File: src/rtl/interval_timer_ctrl.sv
// interval_timer_ctrl: one-shot/periodic interval timer control that drives
// a carry-chain counter via load/valueIn/carryIn/clkEn and watches carryOut.
module interval_timer_ctrl #(
   parameter int WIDTH          = 8,
   parameter int PRESCALE_WIDTH = 4
) (
   input  logic                      clk,
   input  logic                      nReset,
   input  logic [WIDTH-1:0]          reloadIn,
   input  logic [PRESCALE_WIDTH-1:0] prescaleIn,
   input  logic                      periodic,
   input  logic                      irqEnable,
   input  logic                      start,
   input  logic                      stop,
   input  logic                      ack,
   input  logic                      ctrCarryOut,
   output logic [WIDTH-1:0]          ctrLoad,
   output logic [WIDTH-1:0]          ctrValueIn,
   output logic                      ctrCarryIn,
   output logic                      ctrClkEn,
   output logic                      running,
   output logic                      expiredPulse,
   output logic                      expired,
   output logic                      overrun,
   output logic                      irq
);

   typedef enum logic [1:0] {
      IDLE = 2'd0,
      LOAD = 2'd1,
      RUN  = 2'd2
   } state_t;

   localparam logic [PRESCALE_WIDTH-1:0] PS_ONE = PRESCALE_WIDTH'(1);

   state_t                    state;
   state_t                    stateNext;
   logic [WIDTH-1:0]          reloadReg;
   logic [PRESCALE_WIDTH-1:0] prescaleReg;
   logic [PRESCALE_WIDTH-1:0] prescaleCnt;
   logic                      periodicReg;
   logic                      doStart;
   logic                      inLoad;
   logic                      inRun;
   logic                      tick;
   logic                      expiry;
   logic                      reloadNow;

   assign doStart = start & ~stop;
   assign inLoad  = (state == LOAD);
   assign inRun   = (state == RUN);
   assign tick    = inRun && (prescaleCnt == '0);
   assign expiry  = tick & ctrCarryOut;

   // Periodic reload rides on the expiry cycle so the next interval has no gap.
   assign reloadNow = inLoad | (expiry & periodicReg);

   always_comb begin
      stateNext = state;
      unique case (state)
         IDLE:    stateNext = IDLE;
         LOAD:    stateNext = RUN;
         RUN:     if (expiry && !periodicReg) stateNext = IDLE;
         default: stateNext = IDLE;
      endcase
      if (doStart) stateNext = LOAD;
      if (stop)    stateNext = IDLE;
   end

   always_ff @(posedge clk or negedge nReset) begin
      if (!nReset) begin
         state <= IDLE;
      end else begin
         state <= stateNext;
      end
   end

   always_ff @(posedge clk or negedge nReset) begin
      if (!nReset) begin
         reloadReg   <= '0;
         prescaleReg <= '0;
         periodicReg <= 1'b0;
      end else if (doStart) begin
         reloadReg   <= reloadIn;
         prescaleReg <= prescaleIn;
         periodicReg <= periodic;
      end
   end

   always_ff @(posedge clk or negedge nReset) begin
      if (!nReset) begin
         prescaleCnt <= '0;
      end else if (inLoad) begin
         prescaleCnt <= prescaleReg;
      end else if (inRun) begin
         if (tick) prescaleCnt <= prescaleReg;
         else      prescaleCnt <= prescaleCnt - PS_ONE;
      end
   end

   // Expiry wins over a simultaneous ack; ack alone clears both flags.
   always_ff @(posedge clk or negedge nReset) begin
      if (!nReset) begin
         expiredPulse <= 1'b0;
         expired      <= 1'b0;
         overrun      <= 1'b0;
      end else begin
         expiredPulse <= expiry;
         if (expiry) begin
            expired <= 1'b1;
            if (expired && !ack) overrun <= 1'b1;
         end else if (ack) begin
            expired <= 1'b0;
            overrun <= 1'b0;
         end
      end
   end

   assign ctrLoad    = {WIDTH{reloadNow}};
   assign ctrValueIn = -reloadReg;
   assign ctrCarryIn = tick;
   assign ctrClkEn   = inLoad | inRun;
   assign running    = inLoad | inRun;
   assign irq        = expired & irqEnable;

endmodule

File: config.mk
export PLATFORM = sky130hd
export DESIGN_NAME = interval_timer_ctrl
export DESIGN_NICKNAME = d
export VERILOG_FILES = /design/src/rtl/interval_timer_ctrl.sv
export SDC_FILE = /design/constraint.sdc
export NUM_CORES = 1
export LEC_CHECK = 0
export ABC_AREA = 1
export CAP_MARGIN = 15
export CELL_PAD_IN_SITES_DETAIL_PLACEMENT = 1
export CELL_PAD_IN_SITES_GLOBAL_PLACEMENT = 1
export CORE_MARGIN = 2
export CORE_UTILIZATION = 34
export DETAILED_ROUTE_END_ITERATION = 10
export PLACE_DENSITY = 0.88
export SETUP_SLACK_MARGIN = 0.02
export SKIP_LAST_GASP = 1
export SLEW_MARGIN = 20
export SYNTH_ARGS = -nofsm -noshare
export SYNTH_HDL_FRONTEND = slang
export SYNTH_SLANG_ARGS = --single-unit
File: constraint.sdc
create_clock -name clk -period 2.9 [get_ports clk]
set_input_delay 0.58 -clock clk [delete_from_list [all_inputs] [get_ports clk]]
set_output_delay 0.58 -clock clk [all_outputs]
set_load 0.03 [all_outputs]
# == Word-level counts from Yosys, hierarchy flattened ==
# Index checks and enable logic that the tools add are counted.
# word_totals
ff_bits,22
in_bits,20
output_inout_bits,23
wordCells,41
# op_classes
n_addsub,2
eq_ne,4
muxes,11
bitwise_logic,7
n_reduce_logical,9
# op_table
cell,n
two-way mux 4 bit,3
negation 8 bit,1
two-way mux 2 bit,3
AND 1 bit,4
zero test 4 bit,1
two-way mux 1 bit,4
!= test 4 x 3 -> 1 bit (second input constant),1
case mux 2 bit (2 select lines),1
nonzero test 2 bit,2
subtractor 4 x 1 -> 4 bit (second input constant),1
logical AND 1 bit,3
equality test 2 x 1 -> 1 bit (second input constant),1
equality test 2 bit (second input constant),1
zero test 1 bit,2
!= test 2 x 1 -> 1 bit (second input constant),1
OR 1 bit,2
AND reduction 2 bit,1
NOT 1 bit,1

# == Longest topological paths before layout ==
# logic_depth
ltp_word,8
ltp_mapped,10
depth_no_buf,10

# == Worst setup path before layout ==
# OpenSTA, ideal clock, no wires.
# synth_timing
kind,register to output
from,register state[0]
to,output ctrLoad[0]
arrival_time_ps,1627
required_ps,2320
path_slack_ps,693
path_stages_with_launch,10
path_buffers,1
path_cell_list,dfrtp_1 inv_1 ha_1 nand2_1 inv_1 nand2_2 inv_1 nand2_2 o21ai_2 buf_4
# synth_between
elab_chain_len,5
elab_cells_between_ends,6
cone_classes,eq/ne: 2; bitwise: 3; reduce/logical: 1
# synth_lines
element,line,source
"start, declared",36,state_t state;
"start signal, assigned",74,state <= stateNext;
equality test 2 bit,51,assign inRun = (state == RUN);
logical AND 1 bit,52,assign tick = inRun && (prescaleCnt == '0);
net ctrCarryIn,19,"output logic ctrCarryIn,"
AND 1 bit,53,assign expiry = tick & ctrCarryOut;
AND 1 bit,56,assign reloadNow = inLoad | (expiry & periodicReg);
OR 1 bit,56,
"end, declared",17,"output logic [WIDTH-1:0] ctrLoad,"
# The timed path passes the listed nets, and every way through them passes these cells.

# == Worst setup path in the final report ==
# layout_timing
from,register reloadReg[0]
to,output ctrValueIn[5]
# layout_between
elab_chain_len,1
# layout_lines
element,line,source
"start, declared",38,logic [WIDTH-1:0] reloadReg;
"start signal, assigned",84,reloadReg <= reloadIn;
negation 8 bit,120,assign ctrValueIn = -reloadReg;
"end, declared",18,"output logic [WIDTH-1:0] ctrValueIn,"
# Every way passes these cells.

==> results.md <==
- DP Wirelength: about 2600 um
- PD cells: roughly 540 mW/mm2
- Post-CTS Repair Setup Buffers: 0
- GRT overflow: 0
- Buf+Inv Stages, Crit Path: 1
- Mapped Area: 0.00124 mm2
- Worst-margin pin slew: 447 ps
- Worst slew margin: 70.1%
- Post-Synthesis Cells: 149
- CTS buffer count: 3
- Fill cells: 432
- CTS tree: yes
- GRT Resource Usage Total: 16.3%
- DRC: 0
- Post-Synth Simple-Gate Area: between 20% and 30%
- First-pass GRT wire length: 5190 um
- Synth area leaders: dfrtp_1 (44%), nand2_1 (7.9%), inv_1 (7.0%), buf_4 (6.7%), ha_1 (5.0%)
- Synth-to-layout area growth: 34.4%
- Register Area: 551 um2
- CP Capture Type: output port
- Largest delay share family, worst path: buffers and inverters
- First-pass DRT Iterations: 3
- Worst Hold Path Cells: 1
- Avg Inst Size Synth: 8.33 um2
- CP Cell Sequence: nor3_2, nand3_1, xor2_1, clkdlybuf4s50_1
- Fin Clk Skew: 6.85 ps
- Max incr delay on CP: 710 ps
- RSZ-0062 raised after global routing: yes
- Peak VDD IR: 0.000231 V
- Largest net degree at the start of global routing: 25
- Most frequent cell after synthesis: nand2_1
- Largest family of logic cells by synthesized area: simple AND/OR/NAND/NOR gates
- Final ANT Viol Nets: 0
- Starting Density: 36.3%
- Maximum clock insertion buffer count: 2
- Placed Area: 0.00164 mm2
- Yosys warning count: 0
- Die footprint: 0.00415 mm2
- Antenna diode count: 0
- Post-synth EDFFs: 0
- Maximum fanout along the worst path: 3
- Clock-pin slew on the worst setup and hold paths: ~130 ps
- Die Ht: roughly 64 um
- Register-to-Register Path Depth: 9
- Net Count, Synth: approximately 170
- Final setup violation count: 0
- DRT iter0 DRCs: 36
- Setup TNS: 0 ps
- Stages on worst setup path: 4
- Ports: 43
- CP max-delay cell: clkdlybuf4s50_1
- Status: finished clean
- Hold Vio Cnt, Final: 0
- Final Max Tran Viols: 0
- Core Footprint: approximately 0.0034 mm2
- Worst setup path category: reg2out
- Nets: 210
- DR vias: 1,048
- Skew-Pair Late Insertion Delay: 310 ps
- Post-CTS Hold Fix Bufs: 0
- WL final: 3230 um
- Clk root buf: clkbuf_4
- Tmin final: 2740 ps
- Post-synthesis mux area share: 2.72%
- Pleak: between 0.8 and 0.9 nW
- GPL Wtd Cong: 0.713
- Tcrit/Tclk final: 94.6%
- Critical Path AT: 2160 ps
- Vias in the first global route: approximately 1,100
- Peak Freq: 365 MHz
- Post-route design area: between 0.0015 and 0.002 mm2
- Xor/xnor cell area share of the yosys netlist: 4.94%
- Largest area contributor in the netlist: dfrtp_1
- Startpoint Class: register
- Yosys reg bits: 22
- Post-synthesis cell type count: 22
- Layout cells sized above 1: 10.3%
- Post-DR vias/cell: 4.56
- Area of the multi-input gates: 509 um2
- PnR Total Power: 0.000901 W
- H-tree depth: 1
- Input/output buffers: 42
- Synth Area in Adders: 5.04%
- Worst hold path type: reg2reg
- Synth Area in Compound Gates: 6.25%
- Die Wd: 64.4 um
- Max-cap viol count: 0
- Clk sink count: 22
- Top_reg_cell synth: dfrtp_1
- Synth top area share: 44.4%
- Sequential fraction of the synthesis area: 44.4%
- Required time of the critical path: ~2300 ps
- Initial antenna violation count: 0
- Wire per inst: about 14 um
- Commonest cells in the netlist: nand2_1 (26), inv_1 (23), dfrtp_1 (22)
- Cell row count: 21
- Asr flop ratio synth: 100%
layer usage:
layer	GRT usage (%)	vias to the layer above	part of all wire [%]
met3	3.47	5	5.2
li1	-	523	-
met1	18.6	487	41
met2	30.9	33	52
met5	0	-	0
met4	3.99	0	1.1
through the flow:
step / std cells / hold WS, ps / setup WS [ps] / utilization [%]
final: 230 / 522 / 157 / 48.8
after global placement: 226 / 462 / 188 / 48.0
after floorplan: 149 / 284 / 693 / -
after detailed placement: 226 / 497 / 97.7 / 48.0
after CTS: 230 / 528 / 83.5 / 48.8
after global routing: 230 / 544 / 14.5 / 48.8
cell usage in the layout, fill, tap and decap left out:
cell / instances
o21ai_2: 1
xor2_1: 5
dlygate4sd2_1: 8
nor3_2: 1
nand3_1: 9
clkdlybuf4s50_1: 33
clkbuf_8: 1
buf_4: 1
nor2_1: 14
a21oi_2: 1
nor3_1: 1
dlymetal6s2s_1: 1
nand4_1: 3
inv_1: 23
o21ai_0: 1
clkbuf_4: 3
inv_2: 2
nand2_2: 4
a21oi_1: 11
dfrtp_1: 22
ha_1: 5
nand2_1: 26
mux2_2: 3
xnor2_1: 2
nor2_2: 2
nand3b_1: 1
worst register-to-register path, stage by stage (launching register included):
cell and delay (ps):
dfrtp_1 410, inv_1 140, ha_1 180, nand2_1 50, inv_1 80, nand2_2 80, nand2_2 110, nand2_1 70
nand3_1 70, o21ai_0 100
cells by family after synthesis:
group,count (synthesis)
AND/OR/NAND/NOR,61
buffers and inverters,37
flip-flops,22
AO/OA/AOI/OAI,14
XOR/XNOR,7
adder cells (fa/ha/maj),5
multiplexers,3
flip-flops by register name, indices dropped and copies added (netlist names):
signal / count
prescaleCnt: 4
periodicReg: 1
reloadReg: 8
overrun: 1
prescaleReg: 4
expiredPulse: 1
state: 2
expired: 1
repair_timing:
item / 4_1_cts / 5_1_grt
resized for setup: 8 / 1
setup endpoints to repair: 8 / 3
pin swaps: 0 / 0
endpoints found under the hold margin: 0 / 0
power by group:
group	switching (W)	internal [W]	total [W]
sequential	0.0000397	0.000353	0.000393
combinational	0.000194	0.000139	0.000333
clock	0.0000986	0.0000767	0.000175
worst paths after layout:
path	startpoint	endpoint	slack, ps
worst max-delay path	reloadReg[0]$_DFFE_PN0P_	ctrValueIn[5]	160
worst min-delay path	prescaleReg[0]$_DFFE_PN0P_	prescaleReg[0]$_DFFE_PN0P_	520
worst max register to register	prescaleCnt[0]$_DFFE_PN0P_	prescaleCnt[1]$_DFFE_PN0P_	1490
worst min register to register	prescaleReg[0]$_DFFE_PN0P_	prescaleReg[0]$_DFFE_PN0P_	520
max in group asynchronous	nReset	state[1]$_DFFE_PN0P_	2070
min in group asynchronous	nReset	reloadReg[3]$_DFFE_PN0P_	600
cell type report:
| type | instances | area share [%] |
|---|---|---|
| timing repair buffer | 43 | 25.2 |
| multi-input combinational | 90 | 30.5 |
| clock buffer | 4 | 2.18 |
| tap | 46 | 3.45 |
| inverter | 25 | 5.63 |
| sequential | 22 | 33.0 |
Power figures use the tool's default switching activity.
